## config.mk

```make
export PLATFORM = sky130hd
export DESIGN_NAME = uart_num_parser
export DESIGN_NICKNAME = d
export VERILOG_FILES = /design/src/rtl/calc_pkg.sv /design/src/rtl/num_char_class.sv /design/src/rtl/uart_num_parser.sv
export SDC_FILE = /design/constraint.sdc
export NUM_CORES = 1
export LEC_CHECK = 0
export BUFFER_PORTS_ARGS = -buffer_cell sky130_fd_sc_hd__buf_2
export CAP_MARGIN = 0
export CELL_PAD_IN_SITES_DETAIL_PLACEMENT = 1
export CELL_PAD_IN_SITES_GLOBAL_PLACEMENT = 2
export CORE_MARGIN = 3
export CORE_UTILIZATION = 38
export DETAILED_ROUTE_END_ITERATION = 12
export GPL_TIMING_DRIVEN = 0
export HOLD_SLACK_MARGIN = 0.1
export PLACE_DENSITY = 0.87
export SLEW_MARGIN = 20
export SYNTH_ARGS = -nofsm -noshare
export SYNTH_HDL_FRONTEND = slang
export SYNTH_HIERARCHICAL = 1
export SYNTH_SLANG_ARGS = --single-unit
```

## constraint.sdc

```tcl
create_clock -name clk -period 11.8 [get_ports clk]
set_clock_uncertainty 0.05 [all_clocks]
set_input_delay 2.95 -clock clk [delete_from_list [all_inputs] [get_ports clk]]
set_output_delay 2.95 -clock clk [all_outputs]
set_load 0.005 [all_outputs]
```

## src/rtl/calc_pkg.sv

```systemverilog
// Shared calculator definitions: ASCII codes
// and the number-parser state encoding.
package calc_pkg;

  localparam logic [7:0] ASCII_0     = 8'h30;
  localparam logic [7:0] ASCII_9     = 8'h39;
  localparam logic [7:0] ASCII_SP    = 8'h20;
  localparam logic [7:0] ASCII_TAB   = 8'h09;
  localparam logic [7:0] ASCII_CR    = 8'h0D;
  localparam logic [7:0] ASCII_LF    = 8'h0A;
  localparam logic [7:0] ASCII_MINUS = 8'h2D;
  localparam logic [7:0] ASCII_COMMA = 8'h2C;

  localparam logic [1:0] IDLE = 2'd0;
  localparam logic [1:0] SIGN = 2'd1;
  localparam logic [1:0] ACC  = 2'd2;
  localparam logic [1:0] SKIP = 2'd3;

endpackage

```

## src/rtl/num_char_class.sv

```systemverilog
// Byte classifier for the number parser:
// digit / minus / delimiter / end-of-line.
module num_char_class
  import calc_pkg::*;
(
  input  logic [7:0] rx_byte,
  output logic       is_digit,
  output logic       is_minus,
  output logic       is_delim,
  output logic       is_eol,
  output logic [3:0] digit
);

  assign is_digit = (rx_byte >= ASCII_0) &&
                    (rx_byte <= ASCII_9);
  assign is_minus = (rx_byte == ASCII_MINUS);
  assign is_eol   = (rx_byte == ASCII_CR) ||
                    (rx_byte == ASCII_LF);
  assign is_delim = is_eol ||
                    (rx_byte == ASCII_SP) ||
                    (rx_byte == ASCII_TAB) ||
                    (rx_byte == ASCII_COMMA);
  assign digit    = rx_byte[3:0];

endmodule

```

## src/rtl/uart_num_parser.sv

```systemverilog
// UART byte stream -> signed decimal tokens,
// with a single-entry held output slot.
module uart_num_parser
  import calc_pkg::*;
#(
  parameter int DATA_W     = 8,
  parameter int MAX_DIGITS = 3
) (
  input  logic              clk,
  input  logic              rst_n,
  input  logic              clr,
  input  logic [7:0]        rx_data,
  input  logic              rx_valid,
  output logic [DATA_W-1:0] num_data,
  output logic              num_valid,
  input  logic              num_ready,
  output logic              num_err,
  output logic              overrun,
  output logic              eol,
  output logic              busy
);

  localparam int AW = DATA_W + 4;
  localparam int CW = $clog2(MAX_DIGITS + 1);

  localparam logic [AW-1:0] POS_LIM =
    {{(AW-DATA_W+1){1'b0}}, {(DATA_W-1){1'b1}}};
  localparam logic [AW-1:0] NEG_LIM =
    {{(AW-DATA_W){1'b0}}, 1'b1, {(DATA_W-1){1'b0}}};

  logic [1:0]        state_q, state_d;
  logic [AW-1:0]     acc_q, acc_d;
  logic              neg_q, neg_d;
  logic [CW-1:0]     cnt_q, cnt_d;
  logic [DATA_W-1:0] num_data_q, num_data_d;
  logic              num_valid_q, num_valid_d;
  logic              num_err_q, num_err_d;
  logic              overrun_q, overrun_d;
  logic              eol_q, eol_d;

  logic          is_digit;
  logic          is_minus;
  logic          is_delim;
  logic          is_eol;
  logic [3:0]    digit;
  logic [AW-1:0] dig_ext;
  logic [AW-1:0] acc_nx;
  logic          ovf;
  logic          emit;
  logic [DATA_W-1:0] mag;
  logic [DATA_W-1:0] emit_val;

  num_char_class u_class (
    .rx_byte  (rx_data),
    .is_digit (is_digit),
    .is_minus (is_minus),
    .is_delim (is_delim),
    .is_eol   (is_eol),
    .digit    (digit)
  );

  assign dig_ext  = {{(AW-4){1'b0}}, digit};
  assign acc_nx   = acc_q * AW'(10) + dig_ext;
  assign ovf      = (cnt_q == CW'(MAX_DIGITS)) ||
                    (neg_q ? (acc_nx > NEG_LIM)
                           : (acc_nx > POS_LIM));
  assign mag      = acc_q[DATA_W-1:0];
  assign emit_val = neg_q ? -mag : mag;

  // Token FSM, accumulator and output slot
  always_comb begin
    state_d     = state_q;
    acc_d       = acc_q;
    neg_d       = neg_q;
    cnt_d       = cnt_q;
    num_data_d  = num_data_q;
    num_valid_d = num_valid_q;
    num_err_d   = 1'b0;
    overrun_d   = 1'b0;
    eol_d       = 1'b0;
    emit        = 1'b0;

    if (rx_valid) begin
      eol_d = is_eol;
      case (state_q)
        IDLE: begin
          unique case (1'b1)
            is_digit: begin
              state_d = ACC;
              acc_d   = dig_ext;
              cnt_d   = CW'(1);
            end
            is_minus: begin
              state_d = SIGN;
              neg_d   = 1'b1;
            end
            is_delim: state_d = IDLE;
            default:  state_d = SKIP;
          endcase
        end
        SIGN: begin
          unique case (1'b1)
            is_digit: begin
              state_d = ACC;
              acc_d   = dig_ext;
              cnt_d   = CW'(1);
            end
            is_delim: begin
              state_d   = IDLE;
              num_err_d = 1'b1;
            end
            default: state_d = SKIP;
          endcase
        end
        ACC: begin
          unique case (1'b1)
            is_digit: begin
              if (ovf) begin
                state_d = SKIP;
              end else begin
                acc_d = acc_nx;
                cnt_d = cnt_q + CW'(1);
              end
            end
            is_delim: begin
              state_d = IDLE;
              emit    = 1'b1;
            end
            default: state_d = SKIP;
          endcase
        end
        default: begin
          if (is_delim) begin
            state_d   = IDLE;
            num_err_d = 1'b1;
          end
        end
      endcase
      if (state_d == IDLE) begin
        acc_d = '0;
        neg_d = 1'b0;
        cnt_d = '0;
      end
    end

    if (emit) begin
      if (!num_valid_q || num_ready) begin
        num_data_d  = emit_val;
        num_valid_d = 1'b1;
      end else begin
        overrun_d = 1'b1;
      end
    end else if (num_valid_q && num_ready) begin
      num_valid_d = 1'b0;
    end

    if (clr) begin
      state_d     = IDLE;
      acc_d       = '0;
      neg_d       = 1'b0;
      cnt_d       = '0;
      num_data_d  = '0;
      num_valid_d = 1'b0;
      num_err_d   = 1'b0;
      overrun_d   = 1'b0;
      eol_d       = 1'b0;
    end
  end

  // State and output registers, sync reset
  always_ff @(posedge clk) begin
    if (!rst_n) begin
      state_q     <= IDLE;
      acc_q       <= '0;
      neg_q       <= 1'b0;
      cnt_q       <= '0;
      num_data_q  <= '0;
      num_valid_q <= 1'b0;
      num_err_q   <= 1'b0;
      overrun_q   <= 1'b0;
      eol_q       <= 1'b0;
    end else begin
      state_q     <= state_d;
      acc_q       <= acc_d;
      neg_q       <= neg_d;
      cnt_q       <= cnt_d;
      num_data_q  <= num_data_d;
      num_valid_q <= num_valid_d;
      num_err_q   <= num_err_d;
      overrun_q   <= overrun_d;
      eol_q       <= eol_d;
    end
  end

  assign num_data  = num_data_q;
  assign num_valid = num_valid_q;
  assign num_err   = num_err_q;
  assign overrun   = overrun_q;
  assign eol       = eol_q;
  assign busy      = (state_q != IDLE);

endmodule

```

# Word level (Yosys, flattened, before mapping)
# Cells that the tools add are included.
# Widths: inputs -> output; s select.
# classes
addsub	3
mul	1
order_cmp	4
bitwise_logic	3
reduce_logical	25
eq_ne	13
muxes	29
# op_table
cell	count
$mux 12	4
$eq 8x4->1 const B	3
$eq 8x6->1 const B	3
$pmux 12 s2	1
$mux 2	7
$add 12x4->12	1
$gt 12x7->1 const B	1
$gt 12x8->1 const B	1
$mul 12x3->11 const B	1
$pmux 2 s2	3
$pmux 2 s3	2
$mux 1	11
$ge 8x6->1 const B	1
$le 8x6->1 const B	1
$mux 8	1
$neg 8->8	1
$reduce_bool 2->1	4
$logic_or 1x1->1	6
$ne 3x3->1 const B	2
$reduce_or 3->1	2
$reduce_and 5->1	1
$reduce_or 5->1	1
$eq 2x2->1 const B	2
$logic_not 2->1	2
11 further kinds	16
# word_totals
output_inout_bits	13
reg_bits	29
inputBits	13

# Longest topological paths before layout
# depth
ltp_word	12
mapped_depth	12
ltp_nobuf	11

# Modules after synthesis
# Netlist, hierarchy kept.
# by_module_without_submodules
module	n_inst	seq_area_each_um2	area_each_um2	cells_each
uart_num_parser	1	560.5	2064.5	237
num_char_class	1	0.0	156.4	22

# Worst setup path before layout
# No wires, ideal clock.
# synth_path
path_type	input to register
start	in rx_data[1]
end	reg acc_q[1]
slack_ns	6.066
arrival_time_ns	5.567
setup_ns	0.117
t_required_ns	11.633
n_path_buf	2
cell_stages	12
cell_sequence	buf_4 -> ha_1 -> fa_1 -> a21o_1 -> and3b_1 -> xnor3_1 -> o311a_1 -> nor4_4 -> o211ai_4 -> a21bo_1 -> buf_6 -> a32o_1
# synth_via
elab_chain_len	11
# synth_lines
item	line	source
start: declaration	uart_num_parser.sv:12	input logic [7:0] rx_data,
$add 12x4->12 (tied with other cells)	uart_num_parser.sv:63	assign acc_nx = acc_q * AW'(10) + dig_ext;
$gt 12x7->1 (tied with other cells)	uart_num_parser.sv:66	: (acc_nx > POS_LIM));
$mux 1 / $logic_or 1x1->1 (equally long branches)	uart_num_parser.sv:65, num_char_class.sv:19	
$logic_or 1x1->1, on equally long branches	uart_num_parser.sv:64, num_char_class.sv:20	
$mux 2 / $logic_or 1x1->1 (equally long branches)	uart_num_parser.sv:118, num_char_class.sv:21	
$pmux 2 s2 (tied with other cells)	uart_num_parser.sv:116	unique case (1'b1)
$pmux 2 s3	uart_num_parser.sv:85	case (state_q)
$mux 2	uart_num_parser.sv:83	if (rx_valid) begin
$logic_not 2->1	uart_num_parser.sv:139	if (state_d == IDLE) begin
$ne 3x3->1 (no line) (tied with other cells)	--	
$reduce_and 5->1 (no line)	--	
end signal: assignment	uart_num_parser.sv:174	acc_q <= '0;
end signal: assignment	uart_num_parser.sv:184	acc_q <= acc_d;
end: declaration	uart_num_parser.sv:32	logic [AW-1:0] acc_q, acc_d;
# Several ways; a longest one is shown, not always the timed one. The select of a mux whose other input is x is not followed.
# A chain may end at the register's enable or synchronous reset.

# Worst setup path after layout
# layout_path
start	in rx_data[1]
end	reg acc_q[5]
# Same word-level chain as after synthesis.

==> impl_metrics.env <==
export IMPL_clk_latency_ns=0.29
export IMPL_power_density_nw_per_um2=72.7
export IMPL_drt_total_wl_um=5690
export IMPL_synth_common_cells="dfxtp_1 (28), nor2_1 (28), nand2_1 (22)"
export IMPL_finalHoldViolCount=0
export IMPL_n_fill_cell=712
export IMPL_place_inst=355
export IMPL_cts_htree_levels=1
export IMPL_final_min_clock_period_ns=5.84
export IMPL_grt_usage=0.184
export IMPL_die_h_um=82.5
export IMPL_fin_util=0.446
export IMPL_hold_ws_ns=0.451
export IMPL_drt_wirelength_per_cell_um=15.8
export IMPL_yosysTopAreaCellShare=0.252
export IMPL_power_leakage_nw=1.08
export IMPL_critPathRequiredTime_ns=11.95
export IMPL_ff_latch_area_um2=561
export IMPL_cts_buffers=3
export IMPL_clock_sinks=28
export IMPL_setup_violations=0
export IMPL_nets=323
export IMPL_fin_setup_tns_ns=0
export IMPL_endpoint_kind="flop"
export IMPL_syn_to_final_growth_pct=11.9
export IMPL_period_share=0.495
export IMPL_grt_max_degree=16
export IMPL_ys_warn_count=6
export IMPL_die_w_um=82.5
export IMPL_hold_class="reg2reg"
export IMPL_core_area_um2=5570
export IMPL_grt_antenna_before_repair=0
export IMPL_grt_ovfl_total=0
export IMPL_io_pins=26
export IMPL_cts_root_buf="clkbuf_8"
export IMPL_postSynth_asyncResetShare=0
export IMPL_die_area_um2=6800
export IMPL_dr_total_vias=2022
export IMPL_outcome="completed"
export IMPL_critical_path_class="in2reg"
export IMPL_synthesis_nets=294
export IMPL_port_buffers=24
export IMPL_layout_cells_non_filler=359
export IMPL_hold_buffers=0
export IMPL_cap_violations=0
export IMPL_cts_tree="built"
export IMPL_grt_pass1_vias=1998
export IMPL_drtPass1Iterations=4
export IMPL_initial_core_util=0.398
export IMPL_drcViolationCount=0
export IMPL_worst_path_max_fanout=10
export IMPL_cp_data_arrival_time_ns=5.98
export IMPL_clock_path_buffers=2
export IMPL_syn_instance_count=259
export IMPL_postRouteAntennaNets=0
export IMPL_startpoint_type="input port"
export IMPL_ys_seq_elements=28
export IMPL_syn_area_um2=2220
export IMPL_drtIter0Drc=65
export IMPL_rsz0062_at_grt="false"
export IMPL_yosys_top_cells_area="dfxtp_1 (25%), ha_1 (11%), nor2_1 (4.7%)"
export IMPL_tightest_slew_ns=0.585
export IMPL_fmax_mhz=171
export IMPL_yosys_area_top_type="dfxtp_1"
export IMPL_drive_gt1_frac=0.150
export IMPL_via_per_inst=5.63
export IMPL_gp_congestion=0.812
export IMPL_ys_flop_type="dfxtp_1"
export IMPL_multi_input_area_um2=1560
export IMPL_synth_edf_count=0
export IMPL_grt_first_pass_wirelength_um=9660
export IMPL_drv_slew=0
export IMPL_peakVddDrop_mv=0.0387
export IMPL_avgSynthCellArea_um2=8.57
export IMPL_cts_setup_buffers=0
export IMPL_antenna_cells=0
export IMPL_ys_types=53
export IMPL_synth_seq_area_share=0.252
export IMPL_floorplan_rows=27
export IMPL_cts_clk_slew_worst_paths_ns=0.11
export IMPL_cts_resized=0
export IMPL_slew_headroom=0.604
export IMPL_dp_hpwl_um=4540
## per-stage QoR
step	power (mW)	instance area, um2	worst slack [ns]
6_report	0.181	2490	5.96
3_3_place_gp	0.118	2430	5.67
5_1_grt	0.188	2490	5.80
3_5_place_dp	0.118	2430	5.63
2_1_floorplan	0.111	2220	6.07
4_1_cts	0.182	2490	5.94
## where the power goes
group / leakage (nW) / internal, mW / switching [mW]
combinational: 0.829 / 0.00784 / 0.0125
sequential: 0.226 / 0.0951 / 0.000763
clock: 0.0288 / 0.0301 / 0.0344
## routing by layer
| layer | track usage | up-vias | wire, um |
|---|---|---|---|
| met5 | 0 | - | 0 |
| met4 | 0.0482 | 0 | 69 |
| met3 | 0.0249 | 7 | 183 |
| met2 | 0.294 | 31 | 2560 |
| met1 | 0.258 | 980 | 2880 |
| li1 | - | 1004 | - |
## worst max-delay path, stage by stage
cell and delay [ns]:
buf_2 0.14, buf_4 0.14, ha_1 0.21, fa_1 0.41
a21o_1 0.26, and3b_1 0.23, xnor3_1 0.36, o311a_1 0.15
nor4_4 0.33, o211ai_4 0.20, a21bo_1 0.22, buf_6 0.13
a32o_1 0.25
## kinds of logic after synthesis
kind of cell               synth area share
AOI/OAI and AO/OA                     0.215
xor gates and xnor gates             0.0845
buffers and inverters                0.0439
and+or+nand+nor                       0.260
DFF                                   0.252
adders and majority gates             0.131
muxes                                0.0141
## path summary, 6_finish.rpt
check / start / end / slack (ns) / cells past startpoint
worst min-delay path: num_data[0]$_SDFFE_PP0P_ / num_data[0]$_SDFFE_PP0P_ / 0.45 / 2
worst min register to register: num_data[0]$_SDFFE_PP0P_ / num_data[0]$_SDFFE_PP0P_ / 0.45 / 2
worst max register to register: acc_q[1]$_SDFFE_PP0P_ / acc_q[5]$_SDFFE_PP0P_ / 7.76 / 12
worst max-delay path: rx_data[1] / acc_q[5]$_SDFFE_PP0P_ / 5.96 / 13
## cell usage in the layout, fill, tap and decap left out, types with 7 or more instances in the layout
master / instances
a211oi_1: 8
a21oi_1: 18
a32o_1: 7
and3_1: 8
buf_2: 24
clkbuf_1: 8
dfxtp_1: 28
ha_1: 20
inv_1: 7
nand2_1: 22
nand3_1: 7
nor2_1: 28
o21ai_0: 7
xor2_1: 11
## final cells by class
class | count | share of cell area
Tap cell | 72 | 0.0362
Multi-Input combinational cell | 211 | 0.629
Sequential cell | 28 | 0.225
Clock buffer | 4 | 0.0221
Inverter | 7 | 0.0106
Buffer | 13 | 0.0287
Timing Repair Buffer | 24 | 0.0483
## state kept, by name, indices dropped and copies added, names as in the netlist
signal,flops
neg_q,1
num_valid,1
overrun,1
num_err,1
num_data,8
acc_q,11
state_q,2
cnt_q,2
eol,1
(Power assumes the default switching activity.)
